## src/rtl/seg_pkg.sv

```systemverilog
// Shared constants, FSM encoding and helpers for the seven-segment scan controller.
package seg_pkg;

  localparam int NUM_DIGITS = 8;
  localparam int DIGIT_W    = 3;

  typedef enum logic [1:0] {
    OFF   = 2'd0,
    BLANK = 2'd1,
    DRIVE = 2'd2
  } scan_state_e;

  localparam logic [7:0] ANODE_OFF = 8'hFF;
  localparam logic [6:0] SEG_OFF   = 7'h7F;

  // Index of the most significant nonzero nibble; 0 when the whole word is zero.
  function automatic logic [DIGIT_W-1:0] top_nonzero(input logic [4*NUM_DIGITS-1:0] d);
    top_nonzero = '0;
    for (int k = 0; k < NUM_DIGITS; k++) begin
      if (d[4*k +: 4] != 4'h0) top_nonzero = DIGIT_W'(k);
    end
  endfunction

endpackage

```

## src/rtl/hex_to_7seg.sv

```systemverilog
// Combinational hex nibble to active-low seven-segment pattern {g,f,e,d,c,b,a}.
module hex_to_7seg
  import seg_pkg::*;
(
  input  logic [3:0] nibble,
  output logic [6:0] seg
);

  always_comb begin
    unique case (nibble)
      4'h0: seg = 7'h40;
      4'h1: seg = 7'h79;
      4'h2: seg = 7'h24;
      4'h3: seg = 7'h30;
      4'h4: seg = 7'h19;
      4'h5: seg = 7'h12;
      4'h6: seg = 7'h02;
      4'h7: seg = 7'h78;
      4'h8: seg = 7'h00;
      4'h9: seg = 7'h10;
      4'hA: seg = 7'h08;
      4'hB: seg = 7'h03;
      4'hC: seg = 7'h46;
      4'hD: seg = 7'h21;
      4'hE: seg = 7'h06;
      4'hF: seg = 7'h0E;
      default: seg = SEG_OFF;
    endcase
  end

endmodule

```

## src/rtl/seg_scan_ctrl.sv

```systemverilog
// Eight-digit seven-segment scan controller with blanking gaps and a double-buffered shadow.
// Optional leading-zero blanking is enabled by defining SEG_LEADING_ZERO_BLANK_EN.
module seg_scan_ctrl
  import seg_pkg::*;
#(
  parameter int BLANK_CYCLES = 16
) (
  input  logic        clk,
  input  logic        reset,
  input  logic        led_clk,
  input  logic        enable,
  input  logic [31:0] data_in,
  input  logic [7:0]  dp_in,
  input  logic [7:0]  digit_en,
  input  logic        load,
  output logic        load_ack,
  output logic [7:0]  anode,
  output logic [6:0]  cathode,
  output logic        dp,
  output logic [2:0]  digit_sel,
  output logic        frame_done
);

  localparam int CNT_W      = (BLANK_CYCLES > 1) ? $clog2(BLANK_CYCLES) : 1;
  localparam int BLANK_LAST = (BLANK_CYCLES > 1) ? BLANK_CYCLES - 1 : 0;

  logic [2:0]         sync_q;
  logic               tick_q;
  scan_state_e        state_q, state_d;
  logic [DIGIT_W-1:0] sel_q, sel_d;
  logic [CNT_W-1:0]   cnt_q, cnt_d;
  logic [31:0]        shadow_q, shadow_d;
  logic [7:0]         sdp_q, sdp_d;
  logic               pending_q, held_q;
  logic               capture, boundary, lz_dark;
  logic [3:0]         nibble_d;
  logic [6:0]         seg_w;
  logic [7:0]         anode_d;

  // Two synchroniser stages, then an edge-detect stage feeding a registered tick.
  // NOTE: every flop uses non-blocking assignment so all registers update from pre-edge values.
  always_ff @(posedge clk or negedge reset) begin
    if (!reset) begin
      sync_q <= '0;
      tick_q <= 1'b0;
    end else begin
      sync_q <= {sync_q[1:0], led_clk};
      tick_q <= sync_q[1] & ~sync_q[2];
    end
  end

  // NOTE: every signal written here gets a default first so no latch can be inferred.
  always_comb begin
    state_d  = state_q;
    sel_d    = sel_q;
    cnt_d    = cnt_q;
    capture  = 1'b0;
    boundary = 1'b0;
    unique case (state_q)
      OFF: begin
        sel_d = '0;
        cnt_d = '0;
        if (load && !held_q) capture = 1'b1;
        if (enable) state_d = BLANK;
      end
      BLANK: begin
        if (!enable) begin
          state_d = OFF;
          sel_d   = '0;
          cnt_d   = '0;
        end else if (cnt_q == CNT_W'(BLANK_LAST)) begin
          state_d = DRIVE;
          cnt_d   = '0;
        end else begin
          cnt_d = cnt_q + CNT_W'(1);
        end
      end
      DRIVE: begin
        if (!enable) begin
          state_d = OFF;
          sel_d   = '0;
          cnt_d   = '0;
        end else if (tick_q) begin
          state_d = BLANK;
          cnt_d   = '0;
          sel_d   = sel_q + DIGIT_W'(1);
          if (sel_q == DIGIT_W'(NUM_DIGITS - 1)) begin
            boundary = 1'b1;
            if (pending_q && load) capture = 1'b1;
          end
        end
      end
      default: begin
        state_d = OFF;
        sel_d   = '0;
        cnt_d   = '0;
      end
    endcase

    shadow_d = capture ? data_in : shadow_q;
    sdp_d    = capture ? dp_in   : sdp_q;
    nibble_d = shadow_d[{sel_d, 2'b00} +: 4];

`ifdef SEG_LEADING_ZERO_BLANK_EN
    lz_dark = (sel_d > top_nonzero(shadow_d)) && !sdp_d[sel_d];
`else
    lz_dark = 1'b0;
`endif

    anode_d = ANODE_OFF;
    if (state_d == DRIVE && digit_en[sel_d] && !lz_dark) anode_d[sel_d] = 1'b0;
  end

  hex_to_7seg u_dec (
    .nibble (nibble_d),
    .seg    (seg_w)
  );

  // Outputs are registered from next-state values so they track the FSM without extra lag.
  always_ff @(posedge clk or negedge reset) begin
    if (!reset) begin
      state_q    <= OFF;
      sel_q      <= '0;
      cnt_q      <= '0;
      shadow_q   <= '0;
      sdp_q      <= '0;
      pending_q  <= 1'b0;
      held_q     <= 1'b0;
      anode      <= ANODE_OFF;
      cathode    <= SEG_OFF;
      dp         <= 1'b1;
      load_ack   <= 1'b0;
      frame_done <= 1'b0;
    end else begin
      state_q    <= state_d;
      sel_q      <= sel_d;
      cnt_q      <= cnt_d;
      shadow_q   <= shadow_d;
      sdp_q      <= sdp_d;
      pending_q  <= load;
      // A held load in OFF is serviced once; it re-arms when load drops or scanning resumes.
      if (state_q == OFF && capture) held_q <= 1'b1;
      else if (!load || state_d != OFF) held_q <= 1'b0;
      anode      <= anode_d;
      cathode    <= (state_d == DRIVE) ? seg_w : SEG_OFF;
      dp         <= (state_d == DRIVE) ? ~sdp_d[sel_d] : 1'b1;
      load_ack   <= capture;
      frame_done <= boundary;
    end
  end

  assign digit_sel = sel_q;

endmodule
```

## config.mk

```make
export PLATFORM = sky130hd
export DESIGN_NAME = seg_scan_ctrl
export DESIGN_NICKNAME = d
export VERILOG_FILES = /design/src/rtl/seg_pkg.sv /design/src/rtl/hex_to_7seg.sv /design/src/rtl/seg_scan_ctrl.sv
export SDC_FILE = /design/constraint.sdc
export NUM_CORES = 1
export LEC_CHECK = 0
export BUFFER_PORTS_ARGS = -buffer_cell sky130_fd_sc_hd__buf_2
export CAP_MARGIN = 20
export CORE_UTILIZATION = 35
export CTS_BUF_LIST = sky130_fd_sc_hd__clkbuf_8 sky130_fd_sc_hd__clkbuf_16
export CTS_CLUSTER_DIAMETER = 40
export DETAILED_ROUTE_END_ITERATION = 8
export GPL_ROUTABILITY_DRIVEN = 0
export PLACE_DENSITY_LB_ADDON = 0.25
export SLEW_MARGIN = 20
export SYNTH_ARGS = -nofsm -noshare
export SYNTH_HDL_FRONTEND = slang
export SYNTH_SLANG_ARGS = --single-unit
```

## constraint.sdc

```tcl
create_clock -name clk -period 4.24 [get_ports clk]
set_input_delay 0.848 -clock clk [delete_from_list [all_inputs] [get_ports clk]]
set_output_delay 0.848 -clock clk [all_outputs]
set_load 0.005 [all_outputs]
```

Word level (Yosys, flattened, before mapping)
Memory sizes are Yosys's and may differ from the RTL's.
Cells that the tools add are included.
{"block": "word_totals", "register_bits": 73, "rom_bits": 112, "input_bits": 53, "out_inout_bits": 21, "word_cells": 79, "n_memories": 1}
{"block": "classes", "add_sub_neg": 2, "n_lt_le_gt_ge": 2, "n_eq_ne": 6, "n_shift": 1, "muxes": 38, "bitwise_logic": 4, "n_reduce_logical": 11}
{"name": "(name not given)", "depth": 16, "word_bits": 7, "rd": 1, "rd_clocked_by_memory_dff": 0, "write_ports": 0, "line": "hex_to_7seg.sv:10", "text": "unique case (nibble)"}
{"operator": "$mux 32", "n": 1}
{"operator": "$shiftx 32x6->4", "n": 1}
{"operator": "$mux 4", "n": 4}
{"operator": "$mux 8", "n": 2}
{"operator": "$mux 1", "n": 15}
{"operator": "$mux 2", "n": 5}
{"operator": "$mux 3", "n": 3}
{"operator": "$not 8->8", "n": 1}
{"operator": "$pmux 4 s2", "n": 1}
{"operator": "$mux 7", "n": 1}
{"operator": "$bmux 1 s3", "n": 2}
{"operator": "$pmux 2 s3", "n": 1}
{"operator": "$pmux 3 s2", "n": 1}
{"operator": "$logic_and 1x1->1", "n": 5}
{"operator": "$add 4x1->4 const B", "n": 1}
{"operator": "$eq 2x2->1 const B", "n": 2}
{"operator": "$eq 4x4->1 const B", "n": 1}
{"operator": "$lt 3x4->1 const B", "n": 1}
{"operator": "$reduce_bool 2->1", "n": 2}
{"operator": "$add 3x1->3 const B", "n": 1}
{"operator": "$demux 1 s3", "n": 1}
{"operator": "$eq 3x3->1 const B", "n": 1}
{"operator": "$ge 3x1->1 const B", "n": 1}
{"operator": "$ne 3x3->1 const B", "n": 1}
{"operator": "7 further kinds", "n": 9}

Depth between registers and ports, before layout
Gate-level depths: netlist of run 1.
{"block": "depth", "word_depth": 11, "mapped_depth": 18}

Cells and area by module
Synthesis of run 1 repeated with hierarchy kept, for this count alone.
{"block": "hier_totals", "hier_cells": 290, "hier_area_um2": 3548.4}
{"mod": "seg_scan_ctrl", "instances": 1, "cells_per_inst": 259, "area_per_inst_um2": 3286.9, "seq_area_each_um2": 1846.8}
{"mod": "hex_to_7seg", "instances": 1, "cells_per_inst": 31, "area_per_inst_um2": 261.5, "seq_area_each_um2": 0.0}

Worst setup path before layout of run 1
OpenSTA, ideal clock, no wires.
{"block": "synth_timing", "path_type": "input -> register", "start": "in enable", "end": "reg cathode[0]", "arrival_ns": 3.311, "setup_slack_ns": 0.849, "stages": 11, "path_cell_list": "and4_4 -> o2111ai_4 -> buf_6 -> buf_2 -> mux2i_1 -> o2bb2ai_1 -> or4_1 -> ha_1 -> or3_1 -> o221ai_1 -> nand2_1"}
{"block": "synth_via", "elab_chain_len": 6, "elab_cells_between_ends": 14}
{"item": "from (decl)", "line": "seg_scan_ctrl.sv:11", "text": "input logic enable,"}
{"item": "$mux 1", "line": "seg_scan_ctrl.sv:79", "text": "if (!enable) begin"}
{"item": "$pmux 1 s2", "line": "seg_scan_ctrl.sv:59", "text": "unique case (state_q)"}
{"item": "$mux 32", "line": "seg_scan_ctrl.sv:100", "text": "shadow_d = capture ? data_in : shadow_q;"}
{"item": "$shiftx 32x6->4", "line": "seg_scan_ctrl.sv:102", "text": "nibble_d = shadow_d[{sel_d, 2'b00} +: 4];"}
{"item": "$mem_v2 16x7"}
{"item": "$mux 7 *", "line": "seg_scan_ctrl.sv:145", "text": "cathode <= (state_d == DRIVE) ? seg_w : SEG_OFF;"}
{"item": "to (signal assigned)", "line": "seg_scan_ctrl.sv:145"}
{"item": "to (decl)", "line": "seg_scan_ctrl.sv:18", "text": "output logic [6:0] cathode,"}
Every way passes the cells marked *; elsewhere a longest branch is shown, timed or not.
A chain may end at the register's enable or synchronous reset.

Final worst setup path of run 1
{"block": "layout_timing", "start": "reg state_q[0]", "end": "reg cathode[3]"}
{"block": "layout_via", "elab_cells_between_ends": 16}
{"item": "from (decl)", "line": "seg_scan_ctrl.sv:29", "text": "scan_state_e state_q, state_d;"}
{"item": "from (signal assigned)", "line": "seg_scan_ctrl.sv:135", "text": "state_q <= state_d;"}
{"item": "$eq 2x2->1 / $eq 2x1->1 (equally long branches)", "line": "seg_scan_ctrl.sv:59"}
{"item": "$pmux 3 s2 *", "line": "seg_scan_ctrl.sv:59"}
{"item": "net sel_d[0]", "line": "seg_scan_ctrl.sv:30", "text": "logic [DIGIT_W-1:0] sel_q, sel_d;"}
{"item": "$shiftx 32x6->4 *", "line": "seg_scan_ctrl.sv:102"}
{"item": "$mem_v2 16x7 *"}
{"item": "$mux 7 *", "line": "seg_scan_ctrl.sv:145"}
The timed path passes the listed nets; every way through them passes the cells marked *.

==> results of run 1 <==
[cell families (layout without fill, tap and decap cells)]
logic type / count (synthesis) / in the layout
and+or+nand+nor: 133 / 133
DFF: 73 / 73
AOI/OAI and AO/OA: 59 / 59
buffers and inverters: 34 / 114
muxes: 22 / 22
adders and majority gates: 13 / 13
xor gates and xnor gates: 1 / 1
[worst reg2reg max path: stages (launching register included)]
cell and delay, ps:
dfrtp_1 430, inv_1 90, ha_1 300, and2_1 210, o22ai_2 200, nand2b_1 270, inv_2 120, and3_1 250
a22o_1 220, or4_1 600, inv_1 170, ha_1 270, nor2_1 70, a21oi_1 130, a2bb2oi_1 210
[sequential cells by signal (all words and copies together), names as in the netlist]
signal      cells
anode           8
cathode         7
cnt_q           4
digit_sel       3
dp              1
frame_done      1
held_q          1
load_ack        1
pending_q       1
sdp_q           8
shadow_q       32
state_q         2
sync_q          3
tick_q          1
[report_power, final]
group          internal [µW]  switching [µW]
Sequential               900            64.1
Combinational            335             500
Clock                    392             267
Total                   1630             830
[cells in the mapped netlist (all sizes together) (3+ instances only)]
cell type	n
nand2	77
dfrtp	57
inv	21
dfstp	16
ha	13
mux2i	12
nor2	12
buf	11
a21oi	10
mux2	10
nand3	10
o22ai	9
and3	8
o21ai	8
a22o	7
nand2b	7
o2bb2ai	7
nor2b	4
o221ai	4
or4	4
a221o	3
and2	3
o21a	3
[worst max-delay path by stage]
stage,start,to,slack (ps),cells after the start
finish,state_q[0],cathode[3],620,14
global route,state_q[0],cathode[3],400,14
CTS,state_q[0],cathode[3],640,14
detailed placement,enable,cathode[3],620,12
global placement,enable,cathode[4],670,11
floorplan,enable,cathode[0],850,11
[layer usage]
| metal | routed length, µm | track usage |
|---|---|---|
| met1 | 4080 | 0.254 |
| met2 | 3780 | 0.262 |
| met3 | 520 | 0.0251 |
| met4 | 101 | 0.0637 |
| met5 | 0 | 0 |
[stage by stage]
| step | utilization | cell area, µm² |
|---|---|---|
| after detailed placement | 0.409 | 4000 |
| after floorplan | - | 3540 |
| after global placement | 0.409 | 4000 |
| after CTS | 0.434 | 4240 |
| final | 0.434 | 4240 |
| after global routing | 0.434 | 4240 |
[final cells by class]
| class | count | area (µm²) | area share |
|---|---|---|---|
| Tap cell | 133 | 166 | 0.0392 |
| Sequential cell | 73 | 1850 | 0.435 |
| Clock inverter | 7 | 119 | 0.0280 |
| Clock buffer | 9 | 124 | 0.0292 |
| Timing Repair Buffer | 77 | 398 | 0.0938 |
| Multi-Input combinational cell | 228 | 1510 | 0.356 |
| Inverter | 21 | 78.8 | 0.0186 |
[cells in the final DEF, fill, tap and decap left out, drive strengths merged, types with 2 or more instances in the layout]
cell type	count
clkbuf	9
o2bb2ai	7
a22o	7
nor3	2
nand4	2
a21oi	10
mux2i	12
bufinv	3
buf	77
and3	8
o21ai	8
and2	3
a221o	3
a31oi	2
or4	4
nand3	10
mux2	10
inv	23
dfrtp	57
o22ai	9
ha	13
o21a	3
nand2b	7
nor2	12
nand2	77
o221ai	4
nor2b	4
dfstp	16
==> impl_metrics.toml, run 1 <==
[outcome]
status = "finished, final reports clean"

[placement]
pre_cts_ws_ps = 622
place_hpwl_mm = 6.35
port_buffers = 73
dp.cells = 532

[detailed_routing]
wire_per_inst_um = 15.5
wl_mm = 8.48
ant_nets = 0
via_per_inst = 5.00
drc_errors = 0
via_count = 2738
drt_iter0_drc = 189
firstDrtPassIters = 5

[setup_path]
critical_path.max_stage_delay_ps = 600
crit_buf_inv = 3
path_max_fanout = 8
slowest_stage = "or4_1"
arrival_ps = 3880
r2r_cells = 14
critPathKind = "reg -> reg"
rrSetupSlack_ps = 620
r2r-start = "state_q[0]"
path_cells = "inv_1 > ha_1 > and2_1 > o22ai_2 > nand2b_1 > inv_2 > and3_1 > a22o_1 > or4_1 > inv_1 > ha_1 > nor2_1 > a21oi_1 > a2bb2oi_1"
timing.rr.end = "cathode[3]"
end_kind = "register"
cp.required_ps = 4510
cp-start-kind = "register"
crit_family = "simple AND/OR/NAND/NOR gates"

[floorplan]
rows = 36
io_pins = 74
die_h_um = 103
initial_utilization = 0.362
core_area_um2 = 9770
die_w_um = 103
die_area_um2 = 10500

[synthesis]
synth_top_family_by_area = "simple AND/OR/NAND/NOR gates"
synth_area_um2 = 3540
yosysTopAreaCell = "dfrtp_1"
synth.distinct_cells = 48
netlist.area_leader.share = 0.403
ys_top_cells_by_area = "dfrtp_1 (40%), dfstp_2 (12%), nand2_1 (8.2%)"
yosysWarningCount = 0
synth.avg_cell_area_um2 = 10.6
muxShareOfSynthArea = 0.0679
synthXorXnorAreaFrac = 0.00248
ys_ff_latch = 73
synth_cells = 335
synth_edf_count = 0
synth-simple-area-share = 0.183
synth_compound_gate_area_share = 0.127
ys_dominant_reg_cell = "dfrtp_1"
synth_nets = 401
synth_seq_area_share = 0.522
synthArstFlopShare = 1.00
yosys.area_share.adder = 0.0460

[min_path]
hp-class = "reg -> reg"
holdPathEnd = "sync_q[1]"
holdPathStages = 0
hold_start = "sync_q[0]"

[cts]
cts_setup_buffers = 0
clk_latency_ps = 340
clk_path_buf_depth = 2
htreeDepth = 3
clock-sinks = 73
clk_pin_slew_ps = 80
cts.repair.resized = 0
clockRootBuffer = "clkbuf_8"
cts_tree = "built"
cts_buffers = 9
ctsHoldBuffers = 0

[timing]
maxSlewViolCount = 0
setup_viol = 0
holdWs_ps = 352
setup_ws_ps = 624
setup-tns-final_ps = 0
max_freq_mhz = 277
min_period_ps = 3620
fin_skew_ps = 7.97
post-route-period-util = 0.853
rsz0062_at_grt = "false"
tightest_slew_ps = 658
timing_hold_violations_final = 0
slew_headroom = 0.558

[layout]
synthToLayoutAreaGrowth_pct = 19.9
layout-drive-gt1-share = 0.316
layout.nets = 476
fin_cells = 548
n_fill_cell = 972
antenna_cells = 0

[global_routing]
antenna_found_initial = 0
grt_overflow_total = 0
grt_pass1_vias = 2646
grt_usage = 0.174
grt_max_degree = 47
grt_pass1_wl_mm = 13.6

[job]
maxCapViolCount = 0

[power]
p_total_uw = 2460
power_density_nw_per_um2 = 580
ir_worst_vdd_mv = 0.232
power.leakage_uw = 0.00207
(Power assumes the default switching activity.)
==> inputs of run 2 (changes only) <==
--- a/config.mk
+++ b/config.mk
@@ -12,7 +12,7 @@
 export CTS_CLUSTER_DIAMETER = 40
 export DETAILED_ROUTE_END_ITERATION = 8
 export GPL_ROUTABILITY_DRIVEN = 0
-export PLACE_DENSITY_LB_ADDON = 0.25
+export PLACE_DENSITY_LB_ADDON = 0.05
 export SLEW_MARGIN = 20
 export SYNTH_ARGS = -nofsm -noshare
 export SYNTH_HDL_FRONTEND = slang
==> impl_metrics.toml, run 2 (synthesis results as in run 1) <==
[power]
power.leakage_uw = 0.00204
p_int_uw = 1520
power_density_nw_per_um2 = 559
p_switching_uw = 832
power_switching_share = 0.354
ir_worst_vdd_mv = 0.263
p_comb_frac = 0.359
seqPwrFrac = 0.410
p_clk_frac = 0.231

[floorplan]
die_area_um2 = 10500
die_h_um = 103
io_pins = 74
initial_utilization = 0.362
die_w_um = 103
rows = 36
core_area_um2 = 9770

[timing]
rsz0062_at_grt = "false"
maxSlewViolCount = 0
setup-tns-final_ps = 0
tightest_slew_ps = 742
slew_headroom = 0.506
post-route-period-util = 0.862
timing_hold_violations_final = 0
min_period_ps = 3650
setup_viol = 0
max_freq_mhz = 274
setup_ws_ps = 585
fin_skew_ps = 15.5

[cts]
clk_path_buf_depth = 2
clock-sinks = 73
htreeDepth = 3
clk_latency_ps = 350
ctsHoldBuffers = 0
cts_setup_buffers = 0
cts_tree = "built"
cts_buffers = 9
clk_pin_slew_ps = 80
cts.repair.resized = 0
clockRootBuffer = "clkbuf_8"

[detailed_routing]
wl_mm = 8.86
ant_nets = 0
via_per_inst = 4.86
wire_per_inst_um = 16.2
drc_errors = 0
via_count = 2665
drt_iter0_drc = 155
firstDrtPassIters = 4

[global_routing]
grt_pass1_vias = 2595
grt_max_degree = 42
grt_usage = 0.183
grt_overflow_total = 0
grt_pass1_wl_mm = 14.1
antenna_found_initial = 0

[job]
maxCapViolCount = 0

[layout]
top_register = "shadow_q"
antenna_cells = 0
fin_util = 0.430
layout.nets = 476
layout-drive-gt1-share = 0.316
final_common_cell = "nand2_1"
largestRegisters = "shadow_q x32, anode x8, sdp_q x8"
largest_register_ffs = 32
synthToLayoutAreaGrowth_pct = 18.9
n_fill_cell = 982
layout_common_cells = "nand2_1 (77), buf_2 (73), dfrtp_1 (57), inv_1 (20), dfstp_2 (16)"

[setup_path]
end_kind = "register"
path_max_fanout = 22
cp-start-kind = "register"
arrival_ps = 3920
cp.required_ps = 4500
critPathKind = "reg -> reg"

[outcome]
status = "finished, final reports clean"

[placement]
pre_cts_ws_ps = 467
port_buffers = 73
place_hpwl_mm = 6.40

[min_path]
hp-class = "reg -> reg"
-- run 2: cell count changes in the layout (fill, tap and decap cells not counted) --
| cell | previous run | this run |
|---|---|---|
| bufinv_16 | 3 | 1 |
| clkinvlp_4 | 1 | 4 |
| buf_4 | 5 | 3 |
| clkinv_4 | 1 | 0 |
| buf_2 | 72 | 73 |
| buf_12 | 0 | 1 |
-- run 2: worst paths after layout --
kind	from	end	slack, ps	cells after the start
max	state_q[0]	cathode[0]	590	13
min	sync_q[0]	sync_q[1]	350	0
max reg2reg	state_q[0]	cathode[0]	590	13
min reg2reg	sync_q[0]	sync_q[1]	350	0
max in group asynchronous	reset	cathode[1]	2660	2
min in group asynchronous	reset	state_q[0]	560	1
-- run 2: per-stage QoR --
step | hold WS, ps | cells | power (µW) | cell area (µm²)
6_report | 352 | 548 | 2350 | 4210
3_5_place_dp | 335 | 532 | 1830 | 4010
3_3_place_gp | 340 | 532 | 1820 | 4010
2_1_floorplan | 331 | 335 | 1640 | 3540
4_1_cts | 354 | 548 | 2390 | 4210
5_1_grt | 362 | 548 | 2540 | 4210
-- run 2: routing by layer --
metal  GRT usage  wire, µm  up-vias  part of all wire
met4      0.0462        38        0            0.0043
met2       0.265      3890       64              0.44
met5           0         0        -                 0
met3      0.0495       468        2             0.053
li1            -         -     1308                 -
met1       0.271      4450     1291              0.50
-- run 2: cell type report --
| type | count | area, µm² | share of cell area |
|---|---|---|---|
| flip-flops and latches | 73 | 1850 | 0.439 |
| multi-input cells | 228 | 1510 | 0.359 |
| repair buffers | 77 | 408 | 0.0970 |
| well taps | 133 | 166 | 0.0396 |
| clock buffers | 9 | 124 | 0.0295 |
| inverters | 21 | 78.8 | 0.0187 |
| clock inverters | 7 | 72.6 | 0.0173 |
-- run 2: worst max-delay path, stage by stage, from the launching register on --
cell and delay [ps]:
dfrtp_1 420, inv_1 80, ha_1 310, and4_4 260, o2111ai_4 370, inv_2 270
nand2_1 130, nand2_1 70, a22o_1 220, or4_1 650, ha_1 270, or3_1 370
o221ai_1 70, nand2_1 70
-- run 2: power by group through the flow --
stage | Combinational (µW) | Clock, µW | Sequential [µW]
floorplan | 681 | 0 | 959
global route | 958 | 593 | 987
finish | 844 | 542 | 964
global placement | 845 | 0 | 974
CTS | 854 | 571 | 965
detailed placement | 853 | 0 | 976
